[src/rtl/mem_arbiter_if.sv]
`default_nettype none
// ============================================================================
// Module      : mem_arbiter_if
// Description : Bundle of the requester-side and RAM-side signals of
//               mem_arbiter.
//               slave  - arbiter view (requests in, hits/RAM controls out)
//               master - environment view (pipeline requesters plus RAM)
//   Requester side : iREN, iaddr, dREN, dWEN, daddr, dstore,
//                    ihit, dhit, iload, dload
//   RAM side       : ramREN, ramWEN, ramaddr, ramstore, ramload, ramstate
//   Status         : arb_err
// Revision    : 1.0 - initial release
// ============================================================================
interface mem_arbiter_if;
    logic        iREN;
    logic [31:0] iaddr;
    logic        dREN;
    logic        dWEN;
    logic [31:0] daddr;
    logic [31:0] dstore;
    logic        ihit;
    logic        dhit;
    logic [31:0] iload;
    logic [31:0] dload;
    logic        ramREN;
    logic        ramWEN;
    logic [31:0] ramaddr;
    logic [31:0] ramstore;
    logic [31:0] ramload;
    logic [1:0]  ramstate;
    logic        arb_err;

    modport slave (
        input  iREN, iaddr, dREN, dWEN, daddr, dstore, ramload, ramstate,
        output ihit, dhit, iload, dload, ramREN, ramWEN, ramaddr, ramstore,
               arb_err
    );

    modport master (
        output iREN, iaddr, dREN, dWEN, daddr, dstore, ramload, ramstate,
        input  ihit, dhit, iload, dload, ramREN, ramWEN, ramaddr, ramstore,
               arb_err
    );
endinterface
`default_nettype wire

[src/rtl/mem_arbiter.sv]
`default_nettype none
// ============================================================================
// Module      : mem_arbiter
// Description : Single-port RAM arbiter between instruction fetch and data
//               memory. Data normally wins; after MAX_DSTREAK consecutive data
//               grants with a fetch pending, the fetch is forced through.
//               One RAM transaction in flight; FSM IDLE -> grant -> DONE.
// Ports       : CLK  - clock, rising edge
//               nRST - asynchronous active-low reset
//               bus  - mem_arbiter_if.slave (requests, hits, RAM controls)
// Options     : `define ARB_TIMEOUT_EN builds a per-grant wait counter; RAM
//               ERROR or TIMEOUT cycles without ACCESS abort the grant with
//               a hit plus arb_err and a zero load value. Without it arb_err
//               is tied low and ERROR is treated as BUSY.
// Revision    : 1.0 - initial release
// ============================================================================
module mem_arbiter #(
    parameter int MAX_DSTREAK = 4,
    parameter int TIMEOUT     = 64
) (
    input  logic CLK,
    input  logic nRST,
    mem_arbiter_if.slave bus
);
    localparam int SW = $clog2(MAX_DSTREAK + 1);

    localparam logic [1:0] IDLE = 2'd0;
    localparam logic [1:0] IGNT = 2'd1;
    localparam logic [1:0] DGNT = 2'd2;
    localparam logic [1:0] DONE = 2'd3;

    localparam logic [1:0] RAM_ACCESS = 2'd2;

    logic [1:0]    state_q,    state_d;
    logic [SW-1:0] streak_q,   streak_d;
    logic [31:0]   addr_q,     addr_d;
    logic [31:0]   store_q,    store_d;
    logic          ren_q,      ren_d;
    logic          wen_q,      wen_d;
    logic          gnt_data_q, gnt_data_d;
    logic [31:0]   iload_q,    iload_d;
    logic [31:0]   dload_q,    dload_d;

    logic w_grant;
    logic w_forced;
    logic w_access;
    logic w_abort;

    assign w_grant  = (state_q == IGNT) || (state_q == DGNT);
    assign w_forced = bus.iREN && (streak_q == SW'(MAX_DSTREAK));
    assign w_access = w_grant && (bus.ramstate == RAM_ACCESS);

`ifdef ARB_TIMEOUT_EN
    localparam int TW = $clog2(TIMEOUT + 1);
    localparam logic [1:0] RAM_ERROR = 2'd3;

    logic [TW-1:0] wait_q, wait_d;
    logic          err_q,  err_d;

    // A real ACCESS takes priority over a simultaneous timeout.
    assign w_abort = w_grant && !w_access &&
                     ((bus.ramstate == RAM_ERROR) || (wait_q == TW'(TIMEOUT)));
`else
    assign w_abort = 1'b0;
`endif

    always_comb begin
        state_d    = state_q;
        streak_d   = streak_q;
        addr_d     = addr_q;
        store_d    = store_q;
        ren_d      = ren_q;
        wen_d      = wen_q;
        gnt_data_d = gnt_data_q;
        iload_d    = iload_q;
        dload_d    = dload_q;
`ifdef ARB_TIMEOUT_EN
        wait_d     = wait_q;
        err_d      = err_q;
`endif
        case (state_q)
            IDLE: begin
                if ((bus.dREN || bus.dWEN) && !w_forced) begin
                    state_d    = DGNT;
                    gnt_data_d = 1'b1;
                    addr_d     = bus.daddr;
                    store_d    = bus.dstore;
                    wen_d      = bus.dWEN;
                    ren_d      = bus.dREN && !bus.dWEN;   // write wins
                    if (!bus.iREN)
                        streak_d = '0;
                    else if (streak_q != SW'(MAX_DSTREAK))
                        streak_d = streak_q + SW'(1);
`ifdef ARB_TIMEOUT_EN
                    wait_d = '0;
                    err_d  = 1'b0;
`endif
                end else if (bus.iREN) begin
                    state_d    = IGNT;
                    gnt_data_d = 1'b0;
                    addr_d     = bus.iaddr;
                    store_d    = '0;
                    wen_d      = 1'b0;
                    ren_d      = 1'b1;
                    streak_d   = '0;
`ifdef ARB_TIMEOUT_EN
                    wait_d = '0;
                    err_d  = 1'b0;
`endif
                end
            end
            IGNT, DGNT: begin
                if (w_access) begin
                    state_d = DONE;
                    if (gnt_data_q) dload_d = bus.ramload;
                    else            iload_d = bus.ramload;
                end else if (w_abort) begin
                    state_d = DONE;
                    if (gnt_data_q) dload_d = '0;
                    else            iload_d = '0;
`ifdef ARB_TIMEOUT_EN
                    err_d = 1'b1;
`endif
                end else begin
`ifdef ARB_TIMEOUT_EN
                    wait_d = wait_q + TW'(1);
`endif
                end
            end
            default: state_d = IDLE;   // DONE: one cycle, requests ignored
        endcase
    end

    always_ff @(posedge CLK or negedge nRST) begin
        if (!nRST) begin
            state_q    <= IDLE;
            streak_q   <= '0;
            addr_q     <= '0;
            store_q    <= '0;
            ren_q      <= 1'b0;
            wen_q      <= 1'b0;
            gnt_data_q <= 1'b0;
            iload_q    <= '0;
            dload_q    <= '0;
`ifdef ARB_TIMEOUT_EN
            wait_q     <= '0;
            err_q      <= 1'b0;
`endif
        end else begin
            state_q    <= state_d;
            streak_q   <= streak_d;
            addr_q     <= addr_d;
            store_q    <= store_d;
            ren_q      <= ren_d;
            wen_q      <= wen_d;
            gnt_data_q <= gnt_data_d;
            iload_q    <= iload_d;
            dload_q    <= dload_d;
`ifdef ARB_TIMEOUT_EN
            wait_q     <= wait_d;
            err_q      <= err_d;
`endif
        end
    end

    // RAM controls come from the grant latch, gated by state so that an
    // asynchronous reset drops them immediately.
    assign bus.ramREN   = w_grant && ren_q;
    assign bus.ramWEN   = w_grant && wen_q;
    assign bus.ramaddr  = w_grant ? addr_q  : '0;
    assign bus.ramstore = w_grant ? store_q : '0;

    assign bus.ihit  = (state_q == DONE) && !gnt_data_q;
    assign bus.dhit  = (state_q == DONE) &&  gnt_data_q;
    assign bus.iload = iload_q;
    assign bus.dload = dload_q;

`ifdef ARB_TIMEOUT_EN
    assign bus.arb_err = (state_q == DONE) && err_q;
`else
    assign bus.arb_err = 1'b0;
`endif
endmodule
`default_nettype wire

[src/flat_wrapper.sv]
// flat-port wrapper written by rule: the top's interface ports become plain ports
module mem_arbiter_flat 
#(
    parameter int MAX_DSTREAK = 4,
    parameter int TIMEOUT     = 64
)
  (CLK, nRST, bus_iREN, bus_iaddr, bus_dREN, bus_dWEN, bus_daddr, bus_dstore, bus_ramload, bus_ramstate, bus_ihit, bus_dhit, bus_iload, bus_dload, bus_ramREN, bus_ramWEN, bus_ramaddr, bus_ramstore, bus_arb_err);
  mem_arbiter_if bus_i ();
  input  logic CLK;
  input  logic nRST;
  input wire logic [$bits(bus_i.iREN)-1:0] bus_iREN;
  input wire logic [$bits(bus_i.iaddr)-1:0] bus_iaddr;
  input wire logic [$bits(bus_i.dREN)-1:0] bus_dREN;
  input wire logic [$bits(bus_i.dWEN)-1:0] bus_dWEN;
  input wire logic [$bits(bus_i.daddr)-1:0] bus_daddr;
  input wire logic [$bits(bus_i.dstore)-1:0] bus_dstore;
  input wire logic [$bits(bus_i.ramload)-1:0] bus_ramload;
  input wire logic [$bits(bus_i.ramstate)-1:0] bus_ramstate;
  output wire logic [$bits(bus_i.ihit)-1:0] bus_ihit;
  output wire logic [$bits(bus_i.dhit)-1:0] bus_dhit;
  output wire logic [$bits(bus_i.iload)-1:0] bus_iload;
  output wire logic [$bits(bus_i.dload)-1:0] bus_dload;
  output wire logic [$bits(bus_i.ramREN)-1:0] bus_ramREN;
  output wire logic [$bits(bus_i.ramWEN)-1:0] bus_ramWEN;
  output wire logic [$bits(bus_i.ramaddr)-1:0] bus_ramaddr;
  output wire logic [$bits(bus_i.ramstore)-1:0] bus_ramstore;
  output wire logic [$bits(bus_i.arb_err)-1:0] bus_arb_err;
  assign bus_i.iREN = bus_iREN;
  assign bus_i.iaddr = bus_iaddr;
  assign bus_i.dREN = bus_dREN;
  assign bus_i.dWEN = bus_dWEN;
  assign bus_i.daddr = bus_daddr;
  assign bus_i.dstore = bus_dstore;
  assign bus_i.ramload = bus_ramload;
  assign bus_i.ramstate = bus_ramstate;
  assign bus_ihit = bus_i.ihit;
  assign bus_dhit = bus_i.dhit;
  assign bus_iload = bus_i.iload;
  assign bus_dload = bus_i.dload;
  assign bus_ramREN = bus_i.ramREN;
  assign bus_ramWEN = bus_i.ramWEN;
  assign bus_ramaddr = bus_i.ramaddr;
  assign bus_ramstore = bus_i.ramstore;
  assign bus_arb_err = bus_i.arb_err;
  mem_arbiter #(.MAX_DSTREAK(MAX_DSTREAK), .TIMEOUT(TIMEOUT)) u_core (.CLK(CLK), .nRST(nRST), .bus(bus_i));
endmodule
[config.mk]
export PLATFORM = sky130hd
export DESIGN_NAME = mem_arbiter_flat
export DESIGN_NICKNAME = d
export VERILOG_FILES = /design/src/rtl/mem_arbiter_if.sv /design/src/rtl/mem_arbiter.sv /design/src/flat_wrapper.sv
export SDC_FILE = /design/constraint.sdc
export NUM_CORES = 1
export LEC_CHECK = 0
export BUFFER_PORTS_ARGS = -buffer_cell sky130_fd_sc_hd__buf_2
export CORE_MARGIN = 2
export CORE_UTILIZATION = 40
export CTS_CLUSTER_DIAMETER = 40
export DETAILED_ROUTE_END_ITERATION = 12
export PLACE_DENSITY = 0.75
export SYNTH_ARGS = -nofsm -noshare
export SYNTH_HDL_FRONTEND = slang
export SYNTH_SLANG_ARGS = --single-unit
[constraint.sdc]
create_clock -name CLK -period 3 [get_ports CLK]
set_clock_uncertainty 0.15 [all_clocks]
set_input_delay 0.6 -clock CLK [delete_from_list [all_inputs] [get_ports CLK]]
set_output_delay 0.6 -clock CLK [all_outputs]
set_load 0.005 [all_outputs]
== After elaboration in Yosys (flattened, before gate mapping) ==
Cells that the tools add are included.
Word-level totals
  register bits after elaboration: 136
  input bits: 135
  output and inout port bits: 133
Operators by class
  $add $sub $neg: 1
  equal/unequal tests: 9
  mux-type cells: 19
  bitwise operators: 1
  reductions and logical operators: 21
Operators with widths (number)
  32-bit two-way mux: 6
  3-bit two-way mux: 4
  3-bit AND reduction: 3
  1-bit logical AND: 8
  2-bit == test, second input constant: 3
  2-bit two-way mux: 3
  3-bit inequality test, second input constant: 2
  1-bit two-way mux: 5
  2-bit one-hot mux with 2 select lines: 1
  2-bit AND reduction: 2
  3-bit by 1-bit adder with 3-bit output, second input constant: 1
  3-bit == test, second input constant: 1
  1-bit zero test: 3
  3-bit by 2-bit inequality test with 1-bit output, second input constant: 1
  2-bit by 1-bit == test with 1-bit output, second input constant: 1
  2-bit zero test: 1
  1-bit logical OR: 2
  2-bit by 1-bit inequality test with 1-bit output, second input constant: 1
  2-bit nonzero test: 1
  2-bit OR reduction: 1
  1-bit NOT: 1

== Logic depth before layout (Yosys ltp) ==
Gate-level depths: netlist of the first run.
  depth after elaboration: 6
  gate-level depth with buffers: 7
  gate-level depth less buffers: 5

== Worst setup path before layout of the first run ==
Ideal clock, no wire load.
  kind: register -> output
  from: reg u_core.state_q[0]
  to: out bus_ramaddr[10]
  arrival: 1.355 ns
  path slack: 0.895 ns
  cell stages (with the launch flop): 6
  path buffers: 2
  cells stage by stage: dfrtp_1 -> inv_1 -> ha_1 -> clkbuf_1 -> clkbuf_1 -> and2_1
Between the ends
  cells in the longest elaborated chain, start to end: 3
  elaborated cells on any way between the ends: 4
  classes of those cells: eq/ne (2); mux (1); reduce/logical (1)
Ends and longest elaborated chain
  start, declared: line mem_arbiter.sv:34  | logic [1:0] state_q, state_d;
  start signal, assigned: line mem_arbiter.sv:150  | state_q <= state_d;
  2-bit by 1-bit == test with 1-bit output or 2-bit == test (tied branches)
  1-bit logical OR *: line mem_arbiter.sv:49  | assign w_grant = (state_q == IGNT) || (state_q == DGNT);
  32-bit two-way mux *: line mem_arbiter.sv:170  | assign bus.ramaddr = w_grant ? addr_q : '0;
  end, declared: line flat_wrapper.sv:25  | output wire logic [$bits(bus_i.ramaddr)-1:0] bus_ramaddr;
Mark *: on every way between the ends. The rest lies on a longest branch, timed or not.

== Final worst setup path of the first run ==
  from: reg u_core.state_q[1]
  to: out bus_ramaddr[3]
Same word-level chain as after synthesis.

==> summary.txt, run 1 <==
Outcome - finished, final reports clean
Worst path max stage delay - 0.59 ns
Place WS - 0.620 ns
Post-synth EDFFs - 0
Cts hold-fix bufs - 0
Share of cells above drive strength 1 - 48.5%
CTS Buffer Depth - 2
DR vias/cell - 5.12
Core area - 14500 µm²
Reg2reg path depth - 6
Leakage - 4.01 nW
R2r startpoint - u_core.state_q[1]
Root Buffer - clkbuf_16
DIE HEIGHT - 126 µm
Largest net degree at the start of global routing - 75
F_max - 373 MHz
Peak supply drop - 0.445 mV
Final period utilization - 89.3%
Syn Area/Cell - 11.7 µm²
RSZ-0062 raised after global routing - false
Worst setup margin - 0.320 ns
Clock transition at path regs - 0.06 ns
GRT overflow - 0
CP Data Required Time - 2.25 ns
Crit-path cells - inv_1 -> ha_2 -> buf_12 -> and2_1 -> buf_2
Slowest cell on the critical path - ha_2
Main combinational cell family by area after synthesis - compound AO/OA/AOI/OAI gates
Worst-Margin Slew - 0.756 ns
Worst Path Buf+Inv - 3
Drt pass-1 iters - 4
Relative slew margins - 49.6%
CP delay by family, top - adder cells
Die Footprint - 15900 µm²
Detail Route Antenna Nets - 0
Cell Area, Synth - 5970 µm²
Final setup viols - 0
Clock latency on the worst-skew pair - 0.41 ns
Register area share after synthesis - 57.0%
Register area - 3400 µm²
CTS resizes - 0
Total chip power - 8.89 mW
YS warnings - 0
Critical path class - register to output port
Worst setup EP type - output port
Hold Path Class - input pin to asynchronous set/reset pin
Ys flop type - dfrtp_1
Top-area cell type share of the netlist area - 57.0%
# Max-Cap Violations - 0
Async SR Flop Fraction - 100%
Unique masters post-synth - 34
Synth Instances - 511
R2R setup slack - 0.62 ns
Multi-input gate area - 2350 µm²
CTS tree - yes
Drt initial violations - 260
Critical Path AT - 1.93 ns
DP HPWL - 10.9 mm
First-pass GRT wire length - 25.4 mm
Setup TNS - 0 ns
Min cycle time layout - 2.68 ns
Area delta synth->final - 35.3%
Clk sink count - 136
Number of cell rows - 44
# DRC - 0
Post-Synth XOR/XNOR Area - 0.147%
Buffer count from post-CTS setup fixing - 0
CP startpoint - u_core.state_q[1]
Compound-Gate Fraction of Synth Area - 14.8%
GRT Util Overall - 20.2%
Synthesized net count - 651
Post-synthesis mux area share - 12.1%
Initial antenna violation count - 1
Final Hold Viols - 0
Simple-Gate Fraction of Synth Area - 10.9%
Port Buffers - 266
CTS HTree Levels - 4
Via Count - 4937
Horiz. Die Dim - 126 µm
Post-synthesis adder-cell area fraction - 1.05%
I/O pin total - 268
Initial Util - 41.1%
Final GP Congestion - 0.795
Filler Cell Count - 1284
Wirelength per Cell - 16.4 µm
Startpoint types - register
Critical path peak fanout - 45
Layout net count - 907
Vias in the first global route - 4987
Pwr/cell area - 1100 nW/µm²
Cts bufs inserted - 17
Synth area leaders - dfrtp_1 (57%), mux2_2 (12%), and2_1 (7.0%)
Dominant cell type by area after synthesis - dfrtp_1
Final Max Tran Viols - 0
Terminus of the critical flop-to-flop path - u_core.bus.iload[14]
#FFs+latches synth - 136
Total Wirelength - 15.8 mm
==> power by group <==
group | leakage [nW] | internal (mW) | switching (mW)
clock | 0.285 | 1.35 | 0.780
sequential | 1.63 | 2.74 | 0.440
combinational | 2.09 | 1.87 | 1.71
total | 4.01 | 5.96 | 2.93
==> layout by cell type, fill, tap and decap left out, types with 2 or more instances in the layout <==
master      instances
a21oi_1            33
nor2_1             34
a22o_1             32
inv_1               5
or3_1               2
clkbuf_8            2
and3_1              2
dfrtp_1           136
clkinv_2            2
clkinvlp_4          4
nor2_2              2
a31oi_1            33
mux2_2             64
o221ai_1            2
buf_4              10
o21ai_0            33
nand2_1             3
buf_12              3
ha_1                4
buf_2             265
and2_1             67
clkbuf_16          17
bufinv_16           3
==> cells in the mapped netlist (all sizes together) (2+ instances only) <==
master,n
o221ai,2
a31oi,33
a22o,32
inv,5
nor2,36
or3,2
and2,67
nand2,3
o21ai,34
and3,2
clkbuf,25
a21oi,33
ha,5
buf,17
dfrtp,136
mux2,64
==> per-stage QoR <==
step | utilization [%] | instance area [µm²] | hold slack, ns | std cells
after detailed placement | 51.4 | 7470 | 0.333 | 932
after global placement | 51.4 | 7470 | 0.330 | 932
after CTS | 55.6 | 8080 | 0.0733 | 963
after global routing | 55.6 | 8080 | 0.0889 | 964
final | 55.6 | 8080 | 0.0549 | 964
after floorplan | - | 5970 | 0.154 | 511
==> final cells by class <==
type,instances,share of cell area [%]
Clock buffer,20,5.65
Antenna cell,1,0.0310
Tap cell,184,2.85
Timing Repair Buffer,279,18.2
Inverter,5,0.232
Multi-Input combinational cell,328,29.1
Sequential cell,136,42.1
Clock inverter,11,1.83
==> registers in the layout, summed over array words and instances, names as in the netlist <==
| register | count |
|---|---|
| u_core.addr_q | 32 |
| u_core.bus.dload | 32 |
| u_core.bus.iload | 32 |
| u_core.gnt_data_q | 1 |
| u_core.ren_q | 1 |
| u_core.state_q | 2 |
| u_core.store_q | 32 |
| u_core.streak_q | 3 |
| u_core.wen_q | 1 |
==> worst register-to-register path, stage by stage (launching register included) <==
cell and delay, ns:
dfrtp_1 0.36, inv_1 0.06, ha_2 0.59, nand3b_1 0.17
nor2_2 0.10, buf_4 0.40, mux2_2 0.43
==> how the worst max path moves through the flow <==
| stage | to | cells after the start |
|---|---|---|
| detailed placement | u_core.bus.iload[14] | 6 |
| global route | bus_ramstore[6] | 5 |
| global placement | u_core.bus.iload[1] | 6 |
| CTS | bus_ramaddr[31] | 5 |
| finish | bus_ramaddr[3] | 5 |
| floorplan | bus_ramaddr[10] | 5 |
==> per-layer routing <==
| metal | share of wire [%] | vias up | track usage (%) |
|---|---|---|---|
| met3 | 5.9 | 43 | 5.01 |
| met2 | 50 | 190 | 33.2 |
| met5 | 0 | - | 0 |
| met4 | 3.6 | 0 | 10.7 |
| li1 | - | 2328 | - |
| met1 | 41 | 2376 | 24.7 |
==> cell families after synthesis <==
| group | Yosys count |
|---|---|
| buf+inv | 47 |
| mux | 64 |
| xor+xnor | 1 |
| flops | 136 |
| fa+ha+maj | 5 |
| simple gates | 118 |
| other cells | 1 |
| compound gates | 139 |
No activity file was read; power rests on OpenSTA's default activity.
==> run 2, diff against run 1 <==
--- a/config.mk
+++ b/config.mk
@@ -8,9 +8,10 @@
 export BUFFER_PORTS_ARGS = -buffer_cell sky130_fd_sc_hd__buf_2
 export CORE_MARGIN = 2
 export CORE_UTILIZATION = 40
-export CTS_CLUSTER_DIAMETER = 40
+export CTS_CLUSTER_DIAMETER = 100
 export DETAILED_ROUTE_END_ITERATION = 12
 export PLACE_DENSITY = 0.75
+export RECOVER_POWER = 25
 export SYNTH_ARGS = -nofsm -noshare
 export SYNTH_HDL_FRONTEND = slang
 export SYNTH_SLANG_ARGS = --single-unit
==> run 2 against run 1 <==
Effect of this change: the run now ends with max-capacitance violations, max-slew violations left; design area is 0.28% lower; sequential share of layout area is 0.12 points higher; worst hold slack better by 0.19 ns; clock power hardly changed; clock-buffer cell count stayed put; utilization is 0.15 points lower; first-iteration DRC count is 18% lower; largest power group unchanged; highest routed layer unchanged.
==> summary.txt, run 2 (synthesis results as in run 1) <==
Outcome - complete, but fails checks
Violated checks - max-capacitance violations, max-slew violations
Min cycle time layout - 2.68 ns
Startpoint types - register
DR top layer - met4
Horiz. Die Dim - 126 µm
Initial antenna violation count - 1
Critical Path AT - 1.93 ns
Clock transition at path regs - 0.06 ns
Number of cell rows - 44
# Max-Cap Violations - 1
Register area - 3400 µm²
Root Buffer - clkbuf_16
Cts hold-fix bufs - 0
Initial Util - 41.1%
Final GP Congestion - 0.795
DIE HEIGHT - 126 µm
Drt pass-1 iters - 5
R2R setup slack - 0.62 ns
Cts bufs inserted - 17
Critical path peak fanout - 45
Clock latency on the worst-skew pair - 0.41 ns
Worst Setup EP - bus_ramstore[21]
Setup TNS - 0 ns
Wirelength per Cell - 16.4 µm
Relative slew margins - -21.4%
Via Count - 4940
DR vias/cell - 5.12
Core area - 14500 µm²
Critical path class - register to output port
Peak supply drop - 0.444 mV
Die Footprint - 15900 µm²
Terminus of the critical flop-to-flop path - u_core.bus.iload[14]
Final setup viols - 0
Post-route insts no fill - 964
Leakage - 4.00 nW
GRT overflow - 0
Port Buffers - 266
Pwr/cell area - 1100 nW/µm²
GRT Util Overall - 20.2%
# DRC - 0
Multi-input gate area - 2350 µm²
RSZ-0062 raised after global routing - false
CTS tree - yes
Filler Cell Count - 1287
Worst setup EP type - output port
Final period utilization - 89.4%
Post-Route M1 WL - 6.43 mm
I/O pin total - 268
Wire length on met2 - 7.87 mm
Drt initial violations - 213
CTS resizes - 0
Reg2reg path depth - 6
Area delta synth->final - 35.0%
Largest net degree at the start of global routing - 75
Placed Cells - 932
Total Wirelength - 15.8 mm
F_max - 373 MHz
CTS HTree Levels - 4
Clk sink count - 136
CP startpoint - u_core.state_q[1]
R2r startpoint - u_core.state_q[1]
Worst-Margin Slew - 1.82 ns
Commonest cells after routing, fill and taps aside - buf_2 (265), dfrtp_1 (136), and2_1 (67)
Buffer count from post-CTS setup fixing - 0
Final Max Tran Viols - 75
Vias in the first global route - 4987
Hold Path Class - input pin to register
Most common cell after layout, fill and taps aside - buf_2
DP HPWL - 10.9 mm
Share of cells above drive strength 1 - 48.4%
CP Data Required Time - 2.25 ns
Final Hold Viols - 0
Met3 wire length - 926 µm
Layout net count - 907
Detail Route Antenna Nets - 0
First-pass GRT wire length - 25.4 mm
CTS Buffer Depth - 2
-- run 2: through the flow --
stage	hold slack [ns]	setup WS [ns]	total power [mW]	instance area [µm²]	util (%)
2_1_floorplan	0.154	0.895	5.25	5970	-
3_3_place_gp	0.330	0.684	6.74	7470	51.4
3_5_place_dp	0.333	0.620	6.83	7470	51.4
4_1_cts	0.0733	0.282	8.99	8080	55.6
5_1_grt	0.238	0.120	9.53	8060	55.4
6_report	0.249	0.318	8.88	8060	55.4
-- run 2: worst max-delay path, stage by stage, from the launching register on --
cell and delay (ns):
dfrtp_1 0.37, inv_1 0.07, ha_2 0.59, buf_12 0.24, and2_1 0.15, buf_2 0.11
-- run 2: cell type report --
type                       count  area share, %
antenna                        1         0.0311
clock buffer                  20           5.67
clock inverter                11           1.83
inverter                       5          0.233
multi-input combinational    328           29.1
sequential                   136           42.2
tap                          184           2.86
timing repair buffer         279           18.0
-- run 2: how the worst min path moves through the flow --
| stage | startpoint | to | depth (start not counted) |
|---|---|---|---|
| after floorplan | nRST | u_core.addr_q[0] | 0 |
| after detailed placement | u_core.store_q[22] | u_core.store_q[22] | 1 |
| final | bus_dstore[27] | u_core.store_q[27] | 2 |
| after global placement | u_core.store_q[5] | u_core.store_q[5] | 1 |
| after CTS | nRST | u_core.bus.dload[14] | 1 |
| after global routing | bus_dstore[18] | u_core.store_q[18] | 2 |
-- run 2: routing by layer --
layer / vias to the layer above / GRT usage, %
met1: 2375 / 24.7
li1: 2326 / -
met3: 40 / 5.01
met4: 0 / 10.7
met2: 199 / 33.2
met5: - / 0
-- run 2: report_power, final --
group | leakage (nW) | internal (mW) | switching [mW]
clock network | 0.285 | 1.35 | 0.781
logic | 2.08 | 1.87 | 1.71
registers | 1.63 | 2.74 | 0.440
total | 4.00 | 5.96 | 2.93
